[config.mk]
export PLATFORM = sky130hd
export DESIGN_NAME = accelbrot_com_reg_fifo_prog
export DESIGN_NICKNAME = d
export VERILOG_FILES = /design/src/rtl/accelbrot_com_pkg.sv /design/src/rtl/accelbrot_com_fifo_level.sv /design/src/rtl/accelbrot_com_reg_fifo_prog.sv
export SDC_FILE = /design/constraint.sdc
export NUM_CORES = 1
export LEC_CHECK = 0
export CAP_MARGIN = 0
export CORE_UTILIZATION = 45
export DETAILED_ROUTE_END_ITERATION = 8
export MAX_ROUTING_LAYER = met4
export SKIP_LAST_GASP = 1
export SLEW_MARGIN = 20
export SYNTH_ARGS = -nofsm -noshare
export SYNTH_HDL_FRONTEND = slang
export SYNTH_SLANG_ARGS = --single-unit
[constraint.sdc]
create_clock -name clk -period 4.4 [get_ports clk]
set_input_delay 0.88 -clock clk [delete_from_list [all_inputs] [get_ports clk]]
set_output_delay 0.88 -clock clk [all_outputs]
set_load 0.005 [all_outputs]
[src/rtl/accelbrot_com_pkg.sv]
// Shared types and helpers for the accelbrot command/result path FIFOs.
// The status struct packs into the host status-register bit layout.
package accelbrot_com_pkg;

  function automatic int fifo_cw(input int depth);
    return $clog2(depth + 1);
  endfunction

  typedef struct packed {
    logic full;
    logic empty;
    logic afull;
    logic aempty;
  } fifo_status_t;

endpackage

[src/rtl/accelbrot_com_fifo_level.sv]
// Occupancy tracker: level, full/empty, programmable almost flags and high-watermark.
// All outputs are registered from next_stored; thresholds act at the next edge.
module accelbrot_com_fifo_level
  import accelbrot_com_pkg::*;
#(
  parameter int DEPTH = 16,
  parameter int CW    = fifo_cw(DEPTH)
) (
  input  logic          clk,
  input  logic          rstn,
  input  logic          push,
  input  logic          pop,
  input  logic          flush,
  input  logic [CW-1:0] afull_th,
  input  logic [CW-1:0] aempty_th,
  input  logic          wm_clr,
  output logic [CW-1:0] stored,
  output logic          r_not_full,
  output logic          full,
  output logic          empty,
  output logic          afull,
  output logic          aempty,
  output logic [CW-1:0] watermark
);

  logic [CW-1:0] next_stored;
  fifo_status_t  status_d;
  fifo_status_t  status_q;

  always_comb begin
    next_stored = stored;
    if (flush) begin
      next_stored = '0;
    end else if (push && !pop) begin
      next_stored = stored + CW'(1);
    end else if (pop && !push) begin
      next_stored = stored - CW'(1);
    end
  end

  always_comb begin
    status_d.full   = (next_stored == CW'(DEPTH));
    status_d.empty  = (next_stored == '0);
    status_d.afull  = (next_stored >= afull_th);
    status_d.aempty = (next_stored < aempty_th);
  end

  always_ff @(posedge clk) begin
    if (!rstn) begin
      stored     <= '0;
      r_not_full <= 1'b0;
      status_q   <= '{full: 1'b0, empty: 1'b1, afull: 1'b0, aempty: 1'b1};
      watermark  <= '0;
    end else begin
      stored     <= next_stored;
      r_not_full <= (next_stored < CW'(DEPTH));
      status_q   <= status_d;
      // Clear reloads the current level rather than zero, so the mark stays meaningful.
      if (wm_clr || (next_stored > watermark)) begin
        watermark <= next_stored;
      end
    end
  end

  assign full   = status_q.full;
  assign empty  = status_q.empty;
  assign afull  = status_q.afull;
  assign aempty = status_q.aempty;

endmodule

[src/rtl/accelbrot_com_reg_fifo_prog.sv]
// Shift-register FIFO with programmable almost flags, flush and watermark; 1-cycle write-to-read.
// Valid/ready both sides; no write-through when full, and no handshake during flush.
module accelbrot_com_reg_fifo_prog
  import accelbrot_com_pkg::*;
#(
  parameter  int DATA_WIDTH = 32,
  parameter  int DEPTH      = 16,
  localparam int CW         = fifo_cw(DEPTH)
) (
  input  logic                  clk,
  input  logic                  rstn,
  input  logic                  flush,
  input  logic [CW-1:0]         afull_th,
  input  logic [CW-1:0]         aempty_th,
  input  logic                  wm_clr,
  output logic                  wr_ready,
  input  logic                  wr_valid,
  input  logic [DATA_WIDTH-1:0] wr_data,
  input  logic                  rd_ready,
  output logic                  rd_valid,
  output logic [DATA_WIDTH-1:0] rd_data,
  output logic [CW-1:0]         stored,
  output logic                  full,
  output logic                  empty,
  output logic                  afull,
  output logic                  aempty,
  output logic [CW-1:0]         watermark
);

  logic [DEPTH*DATA_WIDTH-1:0] mem_q, mem_d;
  logic [DEPTH-1:0]            vld_q, vld_d;
  logic [CW-1:0]               wr_idx;
  logic                        r_not_full;
  logic                        push, pop;

  assign wr_ready = r_not_full & ~flush;
  assign rd_valid = vld_q[0] & ~flush;
  assign push     = wr_valid & wr_ready;
  assign pop      = rd_valid & rd_ready;
  assign rd_data  = mem_q[DATA_WIDTH-1:0];

  // Vacated top slots shift in zeros, which keeps rd_data at zero when empty.
  always_comb begin
    mem_d  = mem_q;
    vld_d  = vld_q;
    wr_idx = stored;
    if (pop) begin
      mem_d  = mem_q >> DATA_WIDTH;
      vld_d  = vld_q >> 1;
      wr_idx = stored - CW'(1);
    end
    if (push) begin
      for (int i = 0; i < DEPTH; i++) begin
        if (CW'(i) == wr_idx) begin
          mem_d[i*DATA_WIDTH +: DATA_WIDTH] = wr_data;
          vld_d[i]                          = 1'b1;
        end
      end
    end
    if (flush) begin
      mem_d = '0;
      vld_d = '0;
    end
  end

  always_ff @(posedge clk) begin
    if (!rstn) begin
      mem_q <= '0;
      vld_q <= '0;
    end else begin
      mem_q <= mem_d;
      vld_q <= vld_d;
    end
  end

  accelbrot_com_fifo_level #(
    .DEPTH (DEPTH),
    .CW    (CW)
  ) u_level (
    .clk        (clk),
    .rstn       (rstn),
    .push       (push),
    .pop        (pop),
    .flush      (flush),
    .afull_th   (afull_th),
    .aempty_th  (aempty_th),
    .wm_clr     (wm_clr),
    .stored     (stored),
    .r_not_full (r_not_full),
    .full       (full),
    .empty      (empty),
    .afull      (afull),
    .aempty     (aempty),
    .watermark  (watermark)
  );

endmodule

==> summary.md <==
| Metric | Value |
|---|---|
| Clock Skew | between 20 and 30 ps |
| DRC viols | 0 |
| Max-Cap Viols | 0 |
| Largest net degree at the start of global routing | 110 |
| Top FF cell, synth | dfxtp_1 |
| Dpl cells | around 3200 |
| Setup TNS | 0 ps |
| Placement Cell Area | between 0.02 and 0.03 mm2 |
| Commonest non-fill, non-tap cell in the layout | dfxtp_1 |
| DRT Pass-1 Iters | 6 |
| Worst-skew pair later-pin latency | 620 ps |
| Register area share after synthesis | 0.434 |
| Post-Syn Nets | 2677 |
| Final hold violations | 0 |
| Largest stage delay on the critical path | between 500 and 600 ps |
| Minimum clock period | approximately 3500 ps |
| Port bufs | 95 |
| # IOs | 96 |
| Post-CTS Resized | 0 |
| Final RePlAce weighted congestion | just under 0.8 |
| Max clock buf depth | 3 |
| EDFF count, synth | 0 |
| CP startpoint kind | input pin |
| Most frequent CP cell | nor3_1 |
| Critical Path AT | about 4000 ps |
| Syn Inst Count | about 2600 |
| First-pass GRT wire length | ~92 mm |
| Critical Path Slowest Stage Cell | clkdlybuf4s50_1 |
| Leakage | around 13 nW |
| Vias per cell | approximately 5.5 |
| Root Buffer | clkbuf_16 |
| Worst-path cell chain | clkdlybuf4s50_1, nand3b_1, nor3_1, nor3_1, nor3_1, ha_1, nand4_1, o21ai_0, a21oi_1, inv_1, maj3_1, a32o_1 |
| GRT Util Overall | 0.203 |
| Crit path buf inv count | 2 |
| Pre-CTS WS | between 300 and 400 ps |
| Initial core utilization | 0.455 |
| CP delay by family, top | simple AND/OR/NAND/NOR gates |
| RSZ-0062 raised after global routing | false |
| Syn Std Cell Area | approximately 0.025 mm2 |
| Crit Path Max Fanout | 8 |
| Post-Route Utilization | 0.509 |
| CTS Hold Bufs | 0 |
| HP Class | flop to flop |
| Global route overflow | 0 |
| Synth cell types | 53 |
| Total clock sinks | approximately 540 |
| TritonCTS clock tree | done |
| Worst slew pin tran | 1040 ps |
| Crit end category | flop |
| VDD IR max | roughly 0.25 mV |
| Most frequent cells in the layout | 543 x dfxtp_1, 496 x nor2_1, 481 x mux2i_1, 366 x a211oi_1, 116 x a211oi_2 |
| Final setup margin | approximately 870 ps |
| Core Area | around 0.055 mm2 |
| Number of global-route vias before repair | roughly 17000 |
| Yosys reg bits | around 540 |
| Share of post-route cells with drive strength above 1 | 0.115 |
| WP data required | between 4000 and 5000 ps |
| Async set-reset flop share out of synthesis | 0 |
| Setup CP Type | input pin to flop |
| Final period util | 0.802 |
| 1st-iter DRT viols | around 1100 |
| Mapped Avg Cell Area | 9.57 um2 |
| Drt total wl | ~56 mm |
| Clk slew on worst S/H paths | roughly 60 ps |
| Synth warnings | 0 |
| Total CTS buffers | just under 60 |
| Via Count | about 18000 |
| Die Area | 0.0566 mm2 |
| Status | finished, final reports clean |
| HPWL after DPL | ~36 mm |
| Drt wl/cell | approximately 17 um |
| Num rows | 86 |
| Setup violators final | 0 |
| Post-CTS Setup Inserts | 0 |
| Antenna-violating nets left | 0 |
| H-tree Lvls | 2 |
| Worst slew margin | 0.304 |
| PD cells | 365 mW/mm2 |
| Die Y-Extent | ~240 um |
| Initial antenna violation count | 0 |
| Die width | between 200 and 250 um |
| Final instance area | 0.0280 mm2 |
| Nets | ~2600 |
| Fmax | between 200 and 300 MHz |
| Area delta synth->final | 11.9% |
| Layout Cells excl Fill | ~3300 |
| Diode count | 0 |
| Final Max Slew Viols | 0 |
layer usage:
layer  track usage  vias to the layer above  share of wire
met5             -                        -              0
met4        0.0530                        0          0.016
met3        0.0255                       62          0.034
met2         0.318                      279           0.45
met1         0.277                     8764           0.50
li1              -                     9139              -
kinds of logic (layout without fill, tap and decap cells):
kind of cell | after synthesis | count (layout) | synth area share
AOI/OAI and AO/OA | 574 | 574 | 0.192
muxes | 481 | 481 | 0.192
xor gates and xnor gates | 4 | 4 | 0.00195
adders and majority gates | 16 | 16 | 0.00780
and+or+nand+nor | 642 | 642 | 0.104
DFF | 543 | 543 | 0.434
buffers and inverters | 355 | 282 | 0.0672
power by group:
group          internal, mW  leakage, nW  switching (mW)
registers              4.93         4.37         0.00923
clock network          2.93        0.974            1.97
logic                 0.123         7.21           0.266
final cells by class:
class	instances	area [um2]
fill	4875	27000
multi-input combinational	1717	12500
sequential	543	10900
clock buffer	99	1880
timing repair buffer	153	1610
tap	748	936
clock inverter	10	78.8
inverter	20	75.1
sequential cells by signal, summed over array words and instances (netlist names):
name                cells
u_level.stored          5
u_level.watermark       5
mem_q                 512
vld_q                  16
u_level.afull           1
u_level.full            1
u_level.aempty          1
u_level.r_not_full      1
u_level.empty           1
final timing paths:
check / startpoint / to / slack, ps / depth (start not counted)
max: flush / u_level.watermark[3]$_SDFFE_PN0P_ / 870 / 12
min: mem_q[492]$_SDFF_PP0_ / mem_q[492]$_SDFF_PP0_ / 470 / 2
max reg2reg: u_level.stored[0]$_SDFF_PN0_ / u_level.watermark[3]$_SDFFE_PN0P_ / 890 / 13
min reg2reg: mem_q[492]$_SDFF_PP0_ / mem_q[492]$_SDFF_PP0_ / 470 / 2
synth_stat cells, drive strengths merged (5+ instances only):
library cell / number / area [um2]
nand2: 36 / 135
nand3: 70 / 350
nor3: 7 / 35.0
nor2: 497 / 1870
nor2b: 5 / 31.3
a31oi: 16 / 100
dfxtp: 543 / 10900
or3: 7 / 53.8
o21ai: 41 / 209
a21oi: 11 / 55.1
ha: 14 / 175
a211oi: 482 / 4200
mux2i: 481 / 4810
buf: 178 / 1020
inv: 19 / 71.3
clkbuf: 157 / 589
stage by stage:
| stage | hold WS (ps) | power (mW) |
|---|---|---|
| 5_1_grt | 493 | 10.6 |
| 6_report | 470 | 10.2 |
| 4_1_cts | 471 | 10.4 |
| 2_1_floorplan | 446 | 5.29 |
| 3_3_place_gp | 456 | 5.43 |
| 3_5_place_dp | 462 | 5.43 |
worst min-delay path, stage by stage (launching register included):
cell     delay [ps]
dfxtp_1         310
nand3_1          60
o21ai_0          60
(Power assumes the default switching activity.)
